$ cat src/rtl/uart_baud_gen_if.sv
// Config and tick signals between the register/config block (master)
// and the baud-tick generator (slave).
interface uart_baud_gen_if #(
    parameter int DIV_W  = 16,
    parameter int FRAC_W = 4
);
    logic              cfg_we;
    logic [DIV_W-1:0]  cfg_div_int;
    logic [FRAC_W-1:0] cfg_div_frac;
    logic              cfg_err;
    logic              tx_en;
    logic              tx_tick;
    logic              rx_en;
    logic              rx_sync;
    logic              rx_mid_tick;

    modport master (
        output cfg_we,
        output cfg_div_int,
        output cfg_div_frac,
        output tx_en,
        output rx_en,
        output rx_sync,
        input  cfg_err,
        input  tx_tick,
        input  rx_mid_tick
    );

    modport slave (
        input  cfg_we,
        input  cfg_div_int,
        input  cfg_div_frac,
        input  tx_en,
        input  rx_en,
        input  rx_sync,
        output cfg_err,
        output tx_tick,
        output rx_mid_tick
    );
endinterface

$ cat src/rtl/uart_baud_gen.sv
// Two-channel fractional baud-tick generator: TX bit-boundary ticks and
// re-phasable RX mid-bit sample ticks from one programmable divisor.
module uart_baud_gen #(
    parameter int DIV_W          = 16,
    parameter int FRAC_W         = 4,
    parameter int RESET_DIV_INT  = 434,
    parameter int RESET_DIV_FRAC = 0
) (
    input  logic           clk,
    input  logic           rst_n,
    uart_baud_gen_if.slave bus
);
    localparam logic [DIV_W-1:0]  RST_INT  = DIV_W'(RESET_DIV_INT);
    localparam logic [FRAC_W-1:0] RST_FRAC = FRAC_W'(RESET_DIV_FRAC);

    logic [DIV_W-1:0]  div_int_q,  div_int_d;
    logic [FRAC_W-1:0] div_frac_q, div_frac_d;
    logic              cfg_err_q,  cfg_err_d;
    logic              cfg_ok;
    logic [1:0]        chan_clr;
    logic [DIV_W-1:0]  mid_point;

    // The divisor may only change while both channels are stopped, so a
    // running period never sees a half-applied configuration.
    always_comb begin
        cfg_ok     = !bus.tx_en && !bus.rx_en && (bus.cfg_div_int >= DIV_W'(2));
        div_int_d  = div_int_q;
        div_frac_d = div_frac_q;
        cfg_err_d  = 1'b0;
        if (bus.cfg_we) begin
            if (cfg_ok) begin
                div_int_d  = bus.cfg_div_int;
                div_frac_d = bus.cfg_div_frac;
            end else begin
                cfg_err_d  = 1'b1;
            end
        end
    end

    always_ff @(posedge clk or negedge rst_n) begin
        if (!rst_n) begin
            div_int_q  <= RST_INT;
            div_frac_q <= RST_FRAC;
            cfg_err_q  <= 1'b0;
        end else begin
            div_int_q  <= div_int_d;
            div_frac_q <= div_frac_d;
            cfg_err_q  <= cfg_err_d;
        end
    end

    assign chan_clr[0] = !bus.tx_en;
    assign chan_clr[1] = !bus.rx_en || bus.rx_sync;

    // Channel 0 is TX, channel 1 is RX; they differ only in clear source
    // and in which count value is decoded as the output tick.
    for (genvar gi = 0; gi < 2; gi++) begin : gen_chan
        logic [DIV_W-1:0]  cnt_q,   cnt_d;
        logic [FRAC_W-1:0] acc_q,   acc_d;
        logic              carry_q, carry_d;
        logic [DIV_W:0]    last_cnt;
        logic              wrap;

        // One extra bit keeps div_int = all-ones plus carry representable.
        always_comb begin
            last_cnt = {1'b0, div_int_q} + {{DIV_W{1'b0}}, carry_q}
                     - {{DIV_W{1'b0}}, 1'b1};
            wrap     = ({1'b0, cnt_q} == last_cnt);
            cnt_d    = cnt_q + {{(DIV_W-1){1'b0}}, 1'b1};
            acc_d    = acc_q;
            carry_d  = carry_q;
            if (chan_clr[gi]) begin
                cnt_d   = '0;
                acc_d   = '0;
                carry_d = 1'b0;
            end else if (wrap) begin
                cnt_d              = '0;
                {carry_d, acc_d}   = {1'b0, acc_q} + {1'b0, div_frac_q};
            end
        end

        always_ff @(posedge clk or negedge rst_n) begin
            if (!rst_n) begin
                cnt_q   <= '0;
                acc_q   <= '0;
                carry_q <= 1'b0;
            end else begin
                cnt_q   <= cnt_d;
                acc_q   <= acc_d;
                carry_q <= carry_d;
            end
        end
    end

    assign mid_point       = div_int_q >> 1;
    assign bus.tx_tick     = gen_chan[0].wrap;
    assign bus.rx_mid_tick = (gen_chan[1].cnt_q == mid_point);
    assign bus.cfg_err     = cfg_err_q;
endmodule

$ cat src/flat_wrapper.sv
// flat-port wrapper written by rule: the top's interface ports become plain ports
module uart_baud_gen_flat 
#(
    parameter int DIV_W          = 16,
    parameter int FRAC_W         = 4,
    parameter int RESET_DIV_INT  = 434,
    parameter int RESET_DIV_FRAC = 0
)
  (clk, rst_n, bus_cfg_we, bus_cfg_div_int, bus_cfg_div_frac, bus_tx_en, bus_rx_en, bus_rx_sync, bus_cfg_err, bus_tx_tick, bus_rx_mid_tick);
  uart_baud_gen_if #(.DIV_W(DIV_W), .FRAC_W(FRAC_W)) bus_i ();
  input  logic clk;
  input  logic rst_n;
  input wire logic [$bits(bus_i.cfg_we)-1:0] bus_cfg_we;
  input wire logic [$bits(bus_i.cfg_div_int)-1:0] bus_cfg_div_int;
  input wire logic [$bits(bus_i.cfg_div_frac)-1:0] bus_cfg_div_frac;
  input wire logic [$bits(bus_i.tx_en)-1:0] bus_tx_en;
  input wire logic [$bits(bus_i.rx_en)-1:0] bus_rx_en;
  input wire logic [$bits(bus_i.rx_sync)-1:0] bus_rx_sync;
  output wire logic [$bits(bus_i.cfg_err)-1:0] bus_cfg_err;
  output wire logic [$bits(bus_i.tx_tick)-1:0] bus_tx_tick;
  output wire logic [$bits(bus_i.rx_mid_tick)-1:0] bus_rx_mid_tick;
  assign bus_i.cfg_we = bus_cfg_we;
  assign bus_i.cfg_div_int = bus_cfg_div_int;
  assign bus_i.cfg_div_frac = bus_cfg_div_frac;
  assign bus_i.tx_en = bus_tx_en;
  assign bus_i.rx_en = bus_rx_en;
  assign bus_i.rx_sync = bus_rx_sync;
  assign bus_cfg_err = bus_i.cfg_err;
  assign bus_tx_tick = bus_i.tx_tick;
  assign bus_rx_mid_tick = bus_i.rx_mid_tick;
  uart_baud_gen #(.DIV_W(DIV_W), .FRAC_W(FRAC_W), .RESET_DIV_INT(RESET_DIV_INT), .RESET_DIV_FRAC(RESET_DIV_FRAC)) u_core (.clk(clk), .rst_n(rst_n), .bus(bus_i));
endmodule
$ cat config.mk
export PLATFORM = sky130hd
export DESIGN_NAME = uart_baud_gen_flat
export DESIGN_NICKNAME = d
export VERILOG_FILES = /design/src/rtl/uart_baud_gen_if.sv /design/src/rtl/uart_baud_gen.sv /design/src/flat_wrapper.sv
export SDC_FILE = /design/constraint.sdc
export NUM_CORES = 1
export LEC_CHECK = 0
export BUFFER_PORTS_ARGS = -buffer_cell sky130_fd_sc_hd__buf_2
export CAP_MARGIN = 15
export CORE_ASPECT_RATIO = 1.1
export CORE_MARGIN = 10
export CORE_UTILIZATION = 55
export DETAILED_ROUTE_END_ITERATION = 12
export PLACE_DENSITY = 0.76
export REMOVE_ABC_BUFFERS = 1
export SLEW_MARGIN = 20
export SYNTH_ARGS = -nofsm -noshare
export SYNTH_HDL_FRONTEND = slang
export SYNTH_SLANG_ARGS = --single-unit
$ cat constraint.sdc
create_clock -name clk -period 3.06 [get_ports clk]
set_clock_uncertainty 0.15 [all_clocks]
set_input_delay 0.153 -clock clk [delete_from_list [all_inputs] [get_ports clk]]
set_output_delay 0.153 -clock clk [all_outputs]
set_load 0.01 [all_outputs]
==> impl_metrics.env <==
export IMPL_dp_hpwl_mm=7.53
export IMPL_p_leak_nw=2.15
export IMPL_crit_type="reg -> out"
export IMPL_slew_violations=0
export IMPL_yosysSeqAreaShare_pct=36.9
export IMPL_synthToLayoutAreaGrowth_pct=17.8
export IMPL_nets=543
export IMPL_initial_core_util_pct=57.0
export IMPL_synth_cell_type_count=56
export IMPL_outcome="finished with violations"
export IMPL_synth_seq_cells=63
export IMPL_path_buf_inv=2
export IMPL_place_area_um2=4550
export IMPL_violations="negative setup slack"
export IMPL_post_cts_repair_setup_buffers=0
export IMPL_globalplace_congestion=0.888
export IMPL_critPathTopFamily="simple AND/OR/NAND/NOR gates"
export IMPL_min_path_cells=3
export IMPL_antenna_found_initial=0
export IMPL_fin_ws_ns=-0.150
export IMPL_viasPerCell=5.90
export IMPL_antenna_left=0
export IMPL_cts_tree="done"
export IMPL_synthArstFlopShare_pct=100
export IMPL_final_cell_mix="dfrtp_1 (58), nor2_1 (57), xnor2_1 (40), xor2_1 (40), buf_2 (27)"
export IMPL_maxCapViolCount=0
export IMPL_drive_above_1_share_pct=20.0
export IMPL_wl_per_cell_um=17.9
export IMPL_numCtsBuffers=9
export IMPL_grt_first_pass_wirelength_mm=18.2
export IMPL_drc_errors=0
export IMPL_drt_iter0_drc=315
export IMPL_dr_total_vias=3605
export IMPL_relSlewSlack_pct=55.1
export IMPL_n_antenna_cell=0
export IMPL_grtUsageTotal_pct=18.8
export IMPL_critical_path_max_fanout=4
export IMPL_fin_crit_ns=3.21
export IMPL_cp_end_kind="output port"
export IMPL_path_cells="inv_2 > ha_4 > ha_4 > or3b_1 > or3_4 > a2111oi_4 > o22ai_2 > nor2_1 > nand4_1 > nor3_1 > buf_2"
export IMPL_rows=33
export IMPL_grt_max_degree=49
export IMPL_fp_dieW_um=104
export IMPL_fin_area_um2=5050
export IMPL_first_pass_iters=5
export IMPL_fmax_mhz=312
export IMPL_io_pins=29
export IMPL_clockBufferDepth=2
export IMPL_fin_crit_sh_pct=105
export IMPL_core_area_um2=7510
export IMPL_die_area_um2=11700
export IMPL_hp_class="in -> reg"
export IMPL_path_clk_slew_ns=0.07
export IMPL_layout_commonest_cell="dfrtp_1"
export IMPL_post_route_util_pct=67.2
export IMPL_cp_start_kind="flip-flop"
export IMPL_rrSetupSlack_ns=0.11
export IMPL_grt_pass1_vias=3653
export IMPL_ff2ff_path_depth=10
export IMPL_synth_area_per_cell_um2=9.44
export IMPL_synth_edff_count=0
export IMPL_cts_root_buf="clkbuf_8"
export IMPL_min_from="bus_tx_en"
export IMPL_whs_endpoint="u_core.gen_chan[0].acc_q[1]"
export IMPL_reg2reg_from="u_core.gen_chan[1].carry_q"
export IMPL_cts_num_sinks=63
export IMPL_critPathArrivalTime_ns=2.91
export IMPL_htreeDepth=3
export IMPL_clk_latency_ns=0.35
export IMPL_wl_mm=11.0
export IMPL_r2r_end="u_core.gen_chan[1].carry_q"
export IMPL_finalSetupViolCount=1
export IMPL_tightest_slew_ns=0.667
export IMPL_rsz0062_at_grt="yes"
export IMPL_crit_top_cell="ha_4"
export IMPL_netlist_instances=454
export IMPL_portBuffers=28
export IMPL_irDropWorstVdd_mv=0.377
export IMPL_die_h_um=113
export IMPL_grt_overflow=0
export IMPL_synthFlopType="dfrtp_1"
export IMPL_p_per_area_nw_per_um2=478
export IMPL_worstPathRequired_ns=2.76
export IMPL_ys_warn_count=0
export IMPL_timing_final_hold_violations=0
export IMPL_max_stage_delay_ns=0.40
export IMPL_netlist_area_um2=4290
export IMPL_slowest_stage="dfrtp_1"
## flip-flops by register name, summed over array words and instances, names as in the netlist
name                     count
u_core.gen_chan.carry_q      2
u_core.bus.cfg_err           1
u_core.div_frac_q            4
u_core.div_int_q            16
u_core.gen_chan.acc_q        8
u_core.gen_chan.cnt_q       32
## power breakdown
group	switching, W	internal [W]
sequential	0.000140	0.000899
combinational	0.000312	0.000311
clock	0.000329	0.000420
total	0.000781	0.00163
## final cells by class
class                           count  area, µm²
Clock buffer                       13        159
Inverter                            7       26.3
Clock inverter                      3       42.5
Fill cell                         565       2470
Timing Repair Buffer               71        539
Multi-Input combinational cell    349       2570
Tap cell                          105        131
Sequential cell                    63       1580
## per-layer routing
| layer | global-route usage [%] | up-vias | routed length (µm) |
|---|---|---|---|
| met5 | 0 | - | 0 |
| met2 | 32.2 | 126 | 5470 |
| met3 | 4.81 | 28 | 611 |
| met4 | 6.78 | 0 | 247 |
| met1 | 22.4 | 1753 | 4630 |
| li1 | - | 1698 | - |
## synth_stat cells (all sizes together) (7+ instances only)
cell type   n  area [µm²]
nand3      20         100
nor2       57         214
buf        13        85.1
clkbuf     22        82.6
xnor2      40         350
nand4      21         131
inv         7        26.3
a21oi      11        55.1
dfrtp      58        1450
o21ai      11        55.1
nor4       12         118
nand2      19        71.3
mux2       20         225
nor3        7        35.0
xor2       40         350
ha         14         175
## worst max path at each step
stage / startpoint / to / slack, ns / cells after the start
5_1_grt: u_core.gen_chan[0].carry_q / bus_tx_tick / -0.22 / 11
4_1_cts: u_core.div_int_q[0] / bus_tx_tick / -0.09 / 11
2_1_floorplan: u_core.div_int_q[0] / u_core.gen_chan[0].cnt_q[10] / -0.37 / 10
6_report: u_core.gen_chan[0].carry_q / bus_tx_tick / -0.15 / 11
3_3_place_gp: u_core.gen_chan[1].carry_q / u_core.gen_chan[1].acc_q[3] / 0.18 / 11
3_5_place_dp: u_core.div_int_q[0] / u_core.gen_chan[0].cnt_q[6] / 0.11 / 11
## cells by family (layout without fill, tap and decap cells)
group | after synthesis | count (layout) | share of synthesized area [%]
adders and majority gates | 16 | 16 | 5.02
and+or+nand+nor | 172 | 172 | 21.5
AOI/OAI and AO/OA | 56 | 56 | 9.22
muxes | 25 | 25 | 6.42
buffers and inverters | 42 | 94 | 4.52
DFF | 63 | 63 | 36.9
xor gates and xnor gates | 80 | 80 | 16.3
## worst register-to-register path, delay by kind of cell (launching register included)
kind                       cells  cell delay, ns
AOI/OAI and AO/OA              5            1.06
and+or+nand+nor                2            0.73
adders and majority gates      2            0.41
DFF                            1            0.38
buffers and inverters          1            0.08
## through the flow
| step | cells | hold slack [ns] | power, W | TNS [ns] | setup slack (ns) |
|---|---|---|---|---|---|
| 4_1_cts | 611 | 0.000131 | 0.00238 | -0.0917 | -0.0917 |
| 3_5_place_dp | 572 | 0.250 | 0.00161 | 0 | 0.112 |
| 6_report | 611 | 0.0268 | 0.00241 | -0.150 | -0.150 |
| 5_1_grt | 611 | 0.0230 | 0.00253 | -1.54 | -0.218 |
| 2_1_floorplan | 419 | -0.293 | 0.00140 | -6.11 | -0.374 |
| 3_3_place_gp | 572 | 0.228 | 0.00159 | 0 | 0.183 |
## repair_timing
action                                 CTS  global route
setup endpoints to repair                1            43
endpoints found under the hold margin   63             0
gates resized for setup                  0            12
gates cloned                             0             0
hold buffers                            23             0
pin swaps                                0             6
No activity file was read; power rests on OpenSTA's default activity.
